### config.mk
export PLATFORM = sky130hd
export DESIGN_NAME = mc_control_flat
export DESIGN_NICKNAME = d
export VERILOG_FILES = /design/src/rtl/mc_control_if.sv /design/src/rtl/mc_control.sv /design/src/flat_wrapper.sv
export SDC_FILE = /design/constraint.sdc
export NUM_CORES = 1
export LEC_CHECK = 0
export ABC_AREA = 1
export BUFFER_PORTS_ARGS = -buffer_cell sky130_fd_sc_hd__buf_2
export CORE_MARGIN = 4
export CORE_UTILIZATION = 40
export CTS_CLUSTER_SIZE = 20
export DETAILED_ROUTE_END_ITERATION = 12
export PLACE_DENSITY = 0.65
export SYNTH_ARGS = -nofsm -noshare
export SYNTH_HDL_FRONTEND = slang
export SYNTH_SLANG_ARGS = --single-unit
### constraint.sdc
create_clock -name clk -period 1.65 [get_ports clk]
set_clock_uncertainty 0.1 [all_clocks]
set_input_delay 0 -clock clk [delete_from_list [all_inputs] [get_ports clk]]
set_output_delay 0 -clock clk [all_outputs]
set_load 0.02 [all_outputs]
### src/rtl/mc_control_if.sv
`default_nettype none
//----------------------------------------------------------------------------
// Module      : mc_control_if
// Description : Control bundle between the multicycle sequencer and the mini
//               CPU datapath. The sequencer side (master) receives the
//               opcode and memory handshake and drives every enable, mux
//               select and debug output. The datapath side (slave) is the
//               mirror image.
// Revision    : 1.0 - initial release
//----------------------------------------------------------------------------
// Signals
//   opcode[5:0]      instr[31:26] from the instruction register
//   mem_ready        memory completed the current access this cycle
//   pc_write         unconditional PC load
//   pc_write_cond    PC load qualified by ALU zero
//   pc_source[1:0]   00 ALU result, 01 ALUOut, 10 jump target
//   ior_d            memory address select: 0 PC, 1 ALUOut
//   mem_read         memory read strobe
//   mem_write        memory write strobe
//   ir_write         instruction register load
//   ab_write         A/B ALU source register load
//   alu_src_a        0 PC, 1 A register
//   alu_src_b[1:0]   00 B, 01 const 4, 10 imm, 11 imm<<2
//   alu_op[1:0]      00 add, 01 sub, 10 funct-decoded
//   reg_write        register-file write enable
//   reg_dst          register-file destination select
//   mem_to_reg       register-file write-data select
//   illegal_op       one-cycle pulse on an undecodable opcode
//   state[3:0]       current sequencer state (debug)
//   fetch_count      completed fetches, wrapping (debug)
//----------------------------------------------------------------------------
interface mc_control_if #(
    parameter int COUNT_W = 16
) ();
    logic [5:0]         opcode;
    logic               mem_ready;
    logic               pc_write;
    logic               pc_write_cond;
    logic [1:0]         pc_source;
    logic               ior_d;
    logic               mem_read;
    logic               mem_write;
    logic               ir_write;
    logic               ab_write;
    logic               alu_src_a;
    logic [1:0]         alu_src_b;
    logic [1:0]         alu_op;
    logic               reg_write;
    logic               reg_dst;
    logic               mem_to_reg;
    logic               illegal_op;
    logic [3:0]         state;
    logic [COUNT_W-1:0] fetch_count;

    modport master (
        input  opcode, mem_ready,
        output pc_write, pc_write_cond, pc_source, ior_d, mem_read, mem_write,
               ir_write, ab_write, alu_src_a, alu_src_b, alu_op, reg_write,
               reg_dst, mem_to_reg, illegal_op, state, fetch_count
    );

    modport slave (
        output opcode, mem_ready,
        input  pc_write, pc_write_cond, pc_source, ior_d, mem_read, mem_write,
               ir_write, ab_write, alu_src_a, alu_src_b, alu_op, reg_write,
               reg_dst, mem_to_reg, illegal_op, state, fetch_count
    );
endinterface
`default_nettype wire

### src/rtl/mc_control.sv
`default_nettype none
//----------------------------------------------------------------------------
// Module      : mc_control
// Description : Multicycle control sequencer for the mini CPU datapath.
//               Walks each instruction through fetch, decode, execute,
//               memory and write-back, stalling on mem_ready in the memory
//               states, and counts completed fetches for debug.
// Revision    : 1.0 - initial release
//----------------------------------------------------------------------------
// Ports
//   clk    rising-edge clock
//   reset  asynchronous active-low reset (0 = reset)
//   bus    mc_control_if.master control bundle (see mc_control_if.sv)
// Parameters
//   COUNT_W  width of the fetch counter (must match the interface)
// Build options
//   ADDI_EN  when defined, opcode 001000 executes as addi (ADDIEX/ADDIWB);
//            otherwise it is treated as illegal.
//----------------------------------------------------------------------------
module mc_control #(
    parameter int COUNT_W = 16
) (
    input  logic          clk,
    input  logic          reset,
    mc_control_if.master  bus
);

    localparam logic [3:0] c_FETCH  = 4'd0;
    localparam logic [3:0] c_DECODE = 4'd1;
    localparam logic [3:0] c_MEMADR = 4'd2;
    localparam logic [3:0] c_MEMRD  = 4'd3;
    localparam logic [3:0] c_MEMWB  = 4'd4;
    localparam logic [3:0] c_MEMWR  = 4'd5;
    localparam logic [3:0] c_EXEC   = 4'd6;
    localparam logic [3:0] c_ALUWB  = 4'd7;
    localparam logic [3:0] c_BRANCH = 4'd8;
    localparam logic [3:0] c_JUMP   = 4'd9;
    localparam logic [3:0] c_ADDIEX = 4'd10;
    localparam logic [3:0] c_ADDIWB = 4'd11;

    localparam logic [5:0] c_OP_RTYPE = 6'b000000;
    localparam logic [5:0] c_OP_LW    = 6'b100011;
    localparam logic [5:0] c_OP_SW    = 6'b101011;
    localparam logic [5:0] c_OP_BEQ   = 6'b000100;
    localparam logic [5:0] c_OP_J     = 6'b000010;
    localparam logic [5:0] c_OP_ADDI  = 6'b001000;

    logic [3:0]         r_state;
    logic [3:0]         w_next;
    logic [COUNT_W-1:0] r_fetch_count;

    logic       w_pc_write;
    logic       w_pc_write_cond;
    logic [1:0] w_pc_source;
    logic       w_ior_d;
    logic       w_mem_read;
    logic       w_mem_write;
    logic       w_ir_write;
    logic       w_ab_write;
    logic       w_alu_src_a;
    logic [1:0] w_alu_src_b;
    logic [1:0] w_alu_op;
    logic       w_reg_write;
    logic       w_reg_dst;
    logic       w_mem_to_reg;
    logic       w_illegal_op;
    logic       w_fetch_done;

    // Next-state and output decode. Outputs depend on the state only, apart
    // from the FETCH loads (follow mem_ready) and the DECODE illegal pulse.
    always_comb begin
        w_next          = c_FETCH;
        w_pc_write      = 1'b0;
        w_pc_write_cond = 1'b0;
        w_pc_source     = 2'b00;
        w_ior_d         = 1'b0;
        w_mem_read      = 1'b0;
        w_mem_write     = 1'b0;
        w_ir_write      = 1'b0;
        w_ab_write      = 1'b0;
        w_alu_src_a     = 1'b0;
        w_alu_src_b     = 2'b00;
        w_alu_op        = 2'b00;
        w_reg_write     = 1'b0;
        w_reg_dst       = 1'b0;
        w_mem_to_reg    = 1'b0;
        w_illegal_op    = 1'b0;
        case (r_state)
            c_FETCH: begin
                w_mem_read  = 1'b1;
                w_alu_src_b = 2'b01;
                w_ir_write  = bus.mem_ready;
                w_pc_write  = bus.mem_ready;
                w_next      = bus.mem_ready ? c_DECODE : c_FETCH;
            end
            c_DECODE: begin
                w_ab_write  = 1'b1;
                w_alu_src_b = 2'b11;
                case (bus.opcode)
                    c_OP_RTYPE:       w_next = c_EXEC;
                    c_OP_LW, c_OP_SW: w_next = c_MEMADR;
                    c_OP_BEQ:         w_next = c_BRANCH;
                    c_OP_J:           w_next = c_JUMP;
`ifdef ADDI_EN
                    c_OP_ADDI:        w_next = c_ADDIEX;
`endif
                    default: begin
                        w_next       = c_FETCH;
                        w_illegal_op = 1'b1;
                    end
                endcase
            end
            c_MEMADR: begin
                w_alu_src_a = 1'b1;
                w_alu_src_b = 2'b10;
                // Only lw/sw reach here; anything but sw is treated as a load.
                w_next      = (bus.opcode == c_OP_SW) ? c_MEMWR : c_MEMRD;
            end
            c_MEMRD: begin
                w_mem_read = 1'b1;
                w_ior_d    = 1'b1;
                w_next     = bus.mem_ready ? c_MEMWB : c_MEMRD;
            end
            c_MEMWB: begin
                w_reg_write  = 1'b1;
                w_mem_to_reg = 1'b1;
            end
            c_MEMWR: begin
                w_mem_write = 1'b1;
                w_ior_d     = 1'b1;
                w_next      = bus.mem_ready ? c_FETCH : c_MEMWR;
            end
            c_EXEC: begin
                w_alu_src_a = 1'b1;
                w_alu_op    = 2'b10;
                w_next      = c_ALUWB;
            end
            c_ALUWB: begin
                w_reg_write = 1'b1;
                w_reg_dst   = 1'b1;
            end
            c_BRANCH: begin
                w_alu_src_a     = 1'b1;
                w_alu_op        = 2'b01;
                w_pc_write_cond = 1'b1;
                w_pc_source     = 2'b01;
            end
            c_JUMP: begin
                w_pc_write  = 1'b1;
                w_pc_source = 2'b10;
            end
`ifdef ADDI_EN
            c_ADDIEX: begin
                w_alu_src_a = 1'b1;
                w_alu_src_b = 2'b10;
                w_next      = c_ADDIWB;
            end
            c_ADDIWB: begin
                w_reg_write = 1'b1;
            end
`endif
            default: begin
                // Unused codes fall back to FETCH with all outputs low.
                w_next = c_FETCH;
            end
        endcase
    end

    assign w_fetch_done = (r_state == c_FETCH) && bus.mem_ready;

    always_ff @(posedge clk or negedge reset) begin
        if (!reset) begin
            r_state       <= c_FETCH;
            r_fetch_count <= '0;
        end else begin
            r_state <= w_next;
            if (w_fetch_done) begin
                r_fetch_count <= r_fetch_count + 1'b1;
            end
        end
    end

    // Outputs are gated by reset directly so that strobes drop the moment
    // reset asserts, even in the middle of a memory wait.
    assign bus.pc_write      = reset & w_pc_write;
    assign bus.pc_write_cond = reset & w_pc_write_cond;
    assign bus.pc_source     = reset ? w_pc_source : 2'b00;
    assign bus.ior_d         = reset & w_ior_d;
    assign bus.mem_read      = reset & w_mem_read;
    assign bus.mem_write     = reset & w_mem_write;
    assign bus.ir_write      = reset & w_ir_write;
    assign bus.ab_write      = reset & w_ab_write;
    assign bus.alu_src_a     = reset & w_alu_src_a;
    assign bus.alu_src_b     = reset ? w_alu_src_b : 2'b00;
    assign bus.alu_op        = reset ? w_alu_op : 2'b00;
    assign bus.reg_write     = reset & w_reg_write;
    assign bus.reg_dst       = reset & w_reg_dst;
    assign bus.mem_to_reg    = reset & w_mem_to_reg;
    assign bus.illegal_op    = reset & w_illegal_op;
    assign bus.state         = r_state;
    assign bus.fetch_count   = r_fetch_count;

endmodule
`default_nettype wire
### src/flat_wrapper.sv
// flat-port wrapper written by rule: the top's interface ports become plain ports
module mc_control_flat 
#(
    parameter int COUNT_W = 16
)
  (clk, reset, bus_opcode, bus_mem_ready, bus_pc_write, bus_pc_write_cond, bus_pc_source, bus_ior_d, bus_mem_read, bus_mem_write, bus_ir_write, bus_ab_write, bus_alu_src_a, bus_alu_src_b, bus_alu_op, bus_reg_write, bus_reg_dst, bus_mem_to_reg, bus_illegal_op, bus_state, bus_fetch_count);
  mc_control_if #(.COUNT_W(COUNT_W)) bus_i ();
  input  logic clk;
  input  logic reset;
  input wire logic [$bits(bus_i.opcode)-1:0] bus_opcode;
  input wire logic [$bits(bus_i.mem_ready)-1:0] bus_mem_ready;
  output wire logic [$bits(bus_i.pc_write)-1:0] bus_pc_write;
  output wire logic [$bits(bus_i.pc_write_cond)-1:0] bus_pc_write_cond;
  output wire logic [$bits(bus_i.pc_source)-1:0] bus_pc_source;
  output wire logic [$bits(bus_i.ior_d)-1:0] bus_ior_d;
  output wire logic [$bits(bus_i.mem_read)-1:0] bus_mem_read;
  output wire logic [$bits(bus_i.mem_write)-1:0] bus_mem_write;
  output wire logic [$bits(bus_i.ir_write)-1:0] bus_ir_write;
  output wire logic [$bits(bus_i.ab_write)-1:0] bus_ab_write;
  output wire logic [$bits(bus_i.alu_src_a)-1:0] bus_alu_src_a;
  output wire logic [$bits(bus_i.alu_src_b)-1:0] bus_alu_src_b;
  output wire logic [$bits(bus_i.alu_op)-1:0] bus_alu_op;
  output wire logic [$bits(bus_i.reg_write)-1:0] bus_reg_write;
  output wire logic [$bits(bus_i.reg_dst)-1:0] bus_reg_dst;
  output wire logic [$bits(bus_i.mem_to_reg)-1:0] bus_mem_to_reg;
  output wire logic [$bits(bus_i.illegal_op)-1:0] bus_illegal_op;
  output wire logic [$bits(bus_i.state)-1:0] bus_state;
  output wire logic [$bits(bus_i.fetch_count)-1:0] bus_fetch_count;
  assign bus_i.opcode = bus_opcode;
  assign bus_i.mem_ready = bus_mem_ready;
  assign bus_pc_write = bus_i.pc_write;
  assign bus_pc_write_cond = bus_i.pc_write_cond;
  assign bus_pc_source = bus_i.pc_source;
  assign bus_ior_d = bus_i.ior_d;
  assign bus_mem_read = bus_i.mem_read;
  assign bus_mem_write = bus_i.mem_write;
  assign bus_ir_write = bus_i.ir_write;
  assign bus_ab_write = bus_i.ab_write;
  assign bus_alu_src_a = bus_i.alu_src_a;
  assign bus_alu_src_b = bus_i.alu_src_b;
  assign bus_alu_op = bus_i.alu_op;
  assign bus_reg_write = bus_i.reg_write;
  assign bus_reg_dst = bus_i.reg_dst;
  assign bus_mem_to_reg = bus_i.mem_to_reg;
  assign bus_illegal_op = bus_i.illegal_op;
  assign bus_state = bus_i.state;
  assign bus_fetch_count = bus_i.fetch_count;
  mc_control #(.COUNT_W(COUNT_W)) u_core (.clk(clk), .reset(reset), .bus(bus_i));
endmodule
# After elaboration in Yosys (flattened, before gate mapping)
# Cells that the tools add are included.
# word_totals
output_inout_bits,38
ff_bits,20
in_bits,9
# op_classes
n_reduce_logical,9
muxes,25
eq_ne,13
n_addsub,1
bitwise,12
# ops
cell,count
$pmux W4 S6,1
$add A16 B1 Y16 const B,1
$eq A4 B3 Y1 const B,4
$pmux W4 S4,1
$mux W1,13
$and A1 B1 Y1,12
$eq A6 B6 Y1 const B,2
$mux W3,3
$eq A4 B2 Y1 const B,2
$eq A4 B4 Y1 const B,2
$pmux W2 S2,2
$reduce_or A2 Y1,4
$eq A6 B2 Y1 const B,1
$eq A6 B3 Y1 const B,1
$logic_not A6 Y1,1
$mux W2,3
$pmux W2 S3,1
$reduce_or A5 Y1,1
$eq A4 B1 Y1 const B,1
$logic_not A4 Y1,1
$reduce_or A3 Y1,1
$pmux W1 S2,1
$logic_and A1 B1 Y1,1

# Depth between registers and ports, before layout
# logic_depth
depth_word,5
depth_mapped,8
mapped_depth_nobuf,8

# Worst setup path before layout
# No wires, ideal clock.
# synth_path
kind,flip-flop to output port
start,register u_core.r_state[1] (netlist: u_core.bus.state[1])
end,output port bus_illegal_op
arrival_ps,1426
path_stages_with_launch,6
required_time_ps,1550
path_slack_ps,124
path_buffers,0
path_cell_list,dfrtp_1 inv_1 nand2_1 nor2_2 nand2_1 nor3_1
# synth_between
elab_chain_cells,3
# synth_lines
element,line_no,text
from (decl),mc_control.sv:48,logic [3:0] r_state;
from (signal assigned),mc_control.sv:173,r_state <= c_FETCH;
from (signal assigned),mc_control.sv:176,r_state <= w_next;
$eq A4 B1 Y1,mc_control.sv:88,case (r_state)
$mux W1,mc_control.sv:88,
$and A1 B1 Y1,mc_control.sv:199,assign bus.illegal_op = reset & w_illegal_op;
to (decl),flat_wrapper.sv:26,output wire logic [$bits(bus_i.illegal_op)-1:0] bus_illegal_op;
# No other way between the ends.

# Worst setup path after layout
# layout_path
start,input port bus_opcode[2]
end,register u_core.r_state[3] (netlist: u_core.bus.state[3])
# layout_between
elab_chain_cells,4
# layout_lines
element,line_no,text
from (decl),flat_wrapper.sv:10,input wire logic [$bits(bus_i.opcode)-1:0] bus_opcode;
$eq A6 B6 Y1,mc_control.sv:99,case (bus.opcode)
$reduce_or A2 Y1,mc_control.sv:99,
$pmux W4 S4 (*),mc_control.sv:99,
$pmux W4 S6 (*),mc_control.sv:88,
via u_core.w_next[3],mc_control.sv:49,logic [3:0] w_next;
# The timed path passes the listed nets; every way through them passes the cells marked *.
# A chain may end at the register's enable or synchronous reset.

==> metrics <==
status finished clean; IO Count 47; Max Freq around 0.62 GHz; peak supply drop approximately 0.59 mV; Core Area 3078 um2; DRC violations left 0; Syn Std Cell Area 1296 um2; CTS tree built; Sink Count 20; setup slack after layout roughly 0.030 ns; worst r2r path cells 6; largest net degree at the start of global routing 15; GPL Wtd Cong approximately 0.82; Final nets about 260; CP endpoint kind flop; die area around 4200 um2; Die Wd approximately 65 um; Least-Margin Pin Slew approximately 0.4 ns; Root Buffer clkbuf_4; antenna fix cells 0; Final Max Slew Viols 0; pwr dens 1113 nW/um2; Hold Slack about 0.15 ns; CTS Buf Count 3; r2r startpoint u_core.bus.state[1]$_DFF_PN0_; Clock Latency Late Sink just over 0.3 ns; Syn Nets a little under 200; vias in the first global route ~1,300; CTS max path bufs 2; Reg-to-Reg End u_core.bus.fetch_count[8]$_DFFE_PN0P_; initial antenna violation count 0; Setup WS pre-CTS around 0.18 ns; Lkg Pwr about 0.0010 uW; Area Overhead vs Synth 39.38%; Detailed Place HPWL roughly 2.5 mm; Reg2Reg Setup Slack between 0.15 and 0.2 ns; startpoint types input port; Yosys reg bits 20; crit path DAT roughly 1.8 ns; critical path class in2reg; Critical Path RT ~1.8 ns; via count 1,391; Core Rows 20; antenna viol nets, final 0; period utilization 0.9817; Die Ht about 65 um; Final Cell Area about 1800 um2; Initial Utilization 0.4211; synthesized instance count approximately 190; Hold Fails Final Rpt 0; DR pass1 iterations 4; synth unique cells 22; CP max FO 3; H-tree levels 1; Syn. warnings 0; Syn Area/Cell about 6.9 um2; post-detailed-route wirelength per cell about 12 um; global-route wire length before repair roughly 5.9 mm; GRT overflow 0; type of the tightest min-delay check in2async; unrepaired setup endpoints after global routing yes; Max Cap Viol 0; sequential share of the synthesized area 0.3861; register area between 500 and 600 um2; 1st-iter DRT viols 82; Total Wirelength 3.476 mm; post-layout minimum cycle time 1.620 ns; port bufs 46; Slew HR 0.7323; Final setup viols 0; Worst-path clk slew around 0.11 ns; All-Layer GR Usage 0.1756; placed inst area approximately 1600 um2; fill count 305; share of cells above drive strength 1 0.2976; DR vias/cell 4.699; Multi-input gate area between 700 and 800 um2
==> Yosys cell counts (all sizes together) <==
master | n | share of area
nand2 | 54 | 0.16
nor2 | 37 | 0.12
inv | 29 | 0.084
dfrtp | 20 | 0.39
nand3 | 12 | 0.050
nand4 | 8 | 0.039
xor2 | 8 | 0.054
a21oi | 4 | 0.015
buf | 3 | 0.020
nand3b | 2 | 0.012
nor3 | 2 | 0.0077
o21ai | 2 | 0.0077
xnor2 | 2 | 0.014
a211oi | 1 | 0.0058
a31o | 1 | 0.0068
ha | 1 | 0.0097
o22ai | 1 | 0.0048
or2 | 1 | 0.0048
==> metrics by stage <==
stage | power [uW] | setup TNS, ns | utilization | instances
after floorplan | 1319 | 0 | - | 188
after global routing | 2166 | -0.08826 | 0.5870 | 296
after CTS | 1945 | 0 | 0.5667 | 294
after detailed placement | 1595 | 0 | 0.5102 | 277
after global placement | 1595 | 0 | 0.5102 | 277
final | 2012 | 0 | 0.5870 | 296
==> placed cells by master, fill, tap and decap left out, drive strengths merged, types with 4 or more instances in the layout <==
cell	netlist	final
a21oi	4	4
xor2	8	8
dfrtp	20	20
nor2	37	37
buf	3	51
nand3	12	12
nand4	8	8
clkbuf	0	4
nand2	54	54
dlygate4sd3	0	12
inv	29	29
==> critical path, stage by stage <==
cell and delay [ns]:
dlygate4sd3_1 0.53, buf_2 0.13, nor2_1 0.20, nand4_1 0.18, dlygate4sd3_1 0.60, a21oi_1 0.12
==> state kept, by name (all words and copies together) (netlist names) <==
signal	count
u_core.bus.state	4
u_core.bus.fetch_count	16
==> worst max-delay path by stage <==
| stage | startpoint | endpoint | cells past startpoint |
|---|---|---|---|
| CTS | u_core.bus.state[3]$_DFF_PN0_ | bus_illegal_op | 6 |
| global route | bus_opcode[2] | u_core.bus.state[3]$_DFF_PN0_ | 6 |
| finish | bus_opcode[2] | u_core.bus.state[3]$_DFF_PN0_ | 6 |
| detailed placement | u_core.bus.state[2]$_DFF_PN0_ | u_core.bus.fetch_count[8]$_DFFE_PN0P_ | 5 |
| global placement | u_core.bus.state[0]$_DFF_PN0_ | u_core.bus.fetch_count[8]$_DFFE_PN0P_ | 5 |
| floorplan | u_core.bus.state[1]$_DFF_PN0_ | bus_illegal_op | 5 |
==> timing repair <==
item	4_1_cts	5_1_grt
resized for setup	3	18
hold endpoints to repair	24	0
buffers inserted	1	2
endpoints found under the setup margin	2	8
pin swaps	0	4
hold buffers	12	0
==> area by class of cell <==
type                    count  share of cell area
well taps                  44             0.03047
inverters                  29             0.06025
multi-input cells         136              0.3920
flip-flops and latches     20              0.2784
repair buffers             63              0.2188
clock buffers               4             0.02008
==> where the power goes <==
part / switching, uW / total, uW / internal, uW
clock network: 156 / 291 / 135
registers: 116 / 705 / 589
logic: 656 / 1020 / 360
total: 928 / 2010 / 1080
==> per-layer routing <==
metal	GRT usage	part of all wire
met1	0.2405	0.46
met2	0.2733	0.46
met3	0.04506	0.061
met4	0.04749	0.014
met5	0	0
==> cell families after synthesis <==
family / synth area share
buf+inv: 0.1042
fa+ha+maj: 0.009651
xor+xnor: 0.06757
flops: 0.3861
compound gates: 0.04055
simple gates: 0.3919
Power figures use the tool's default switching activity.
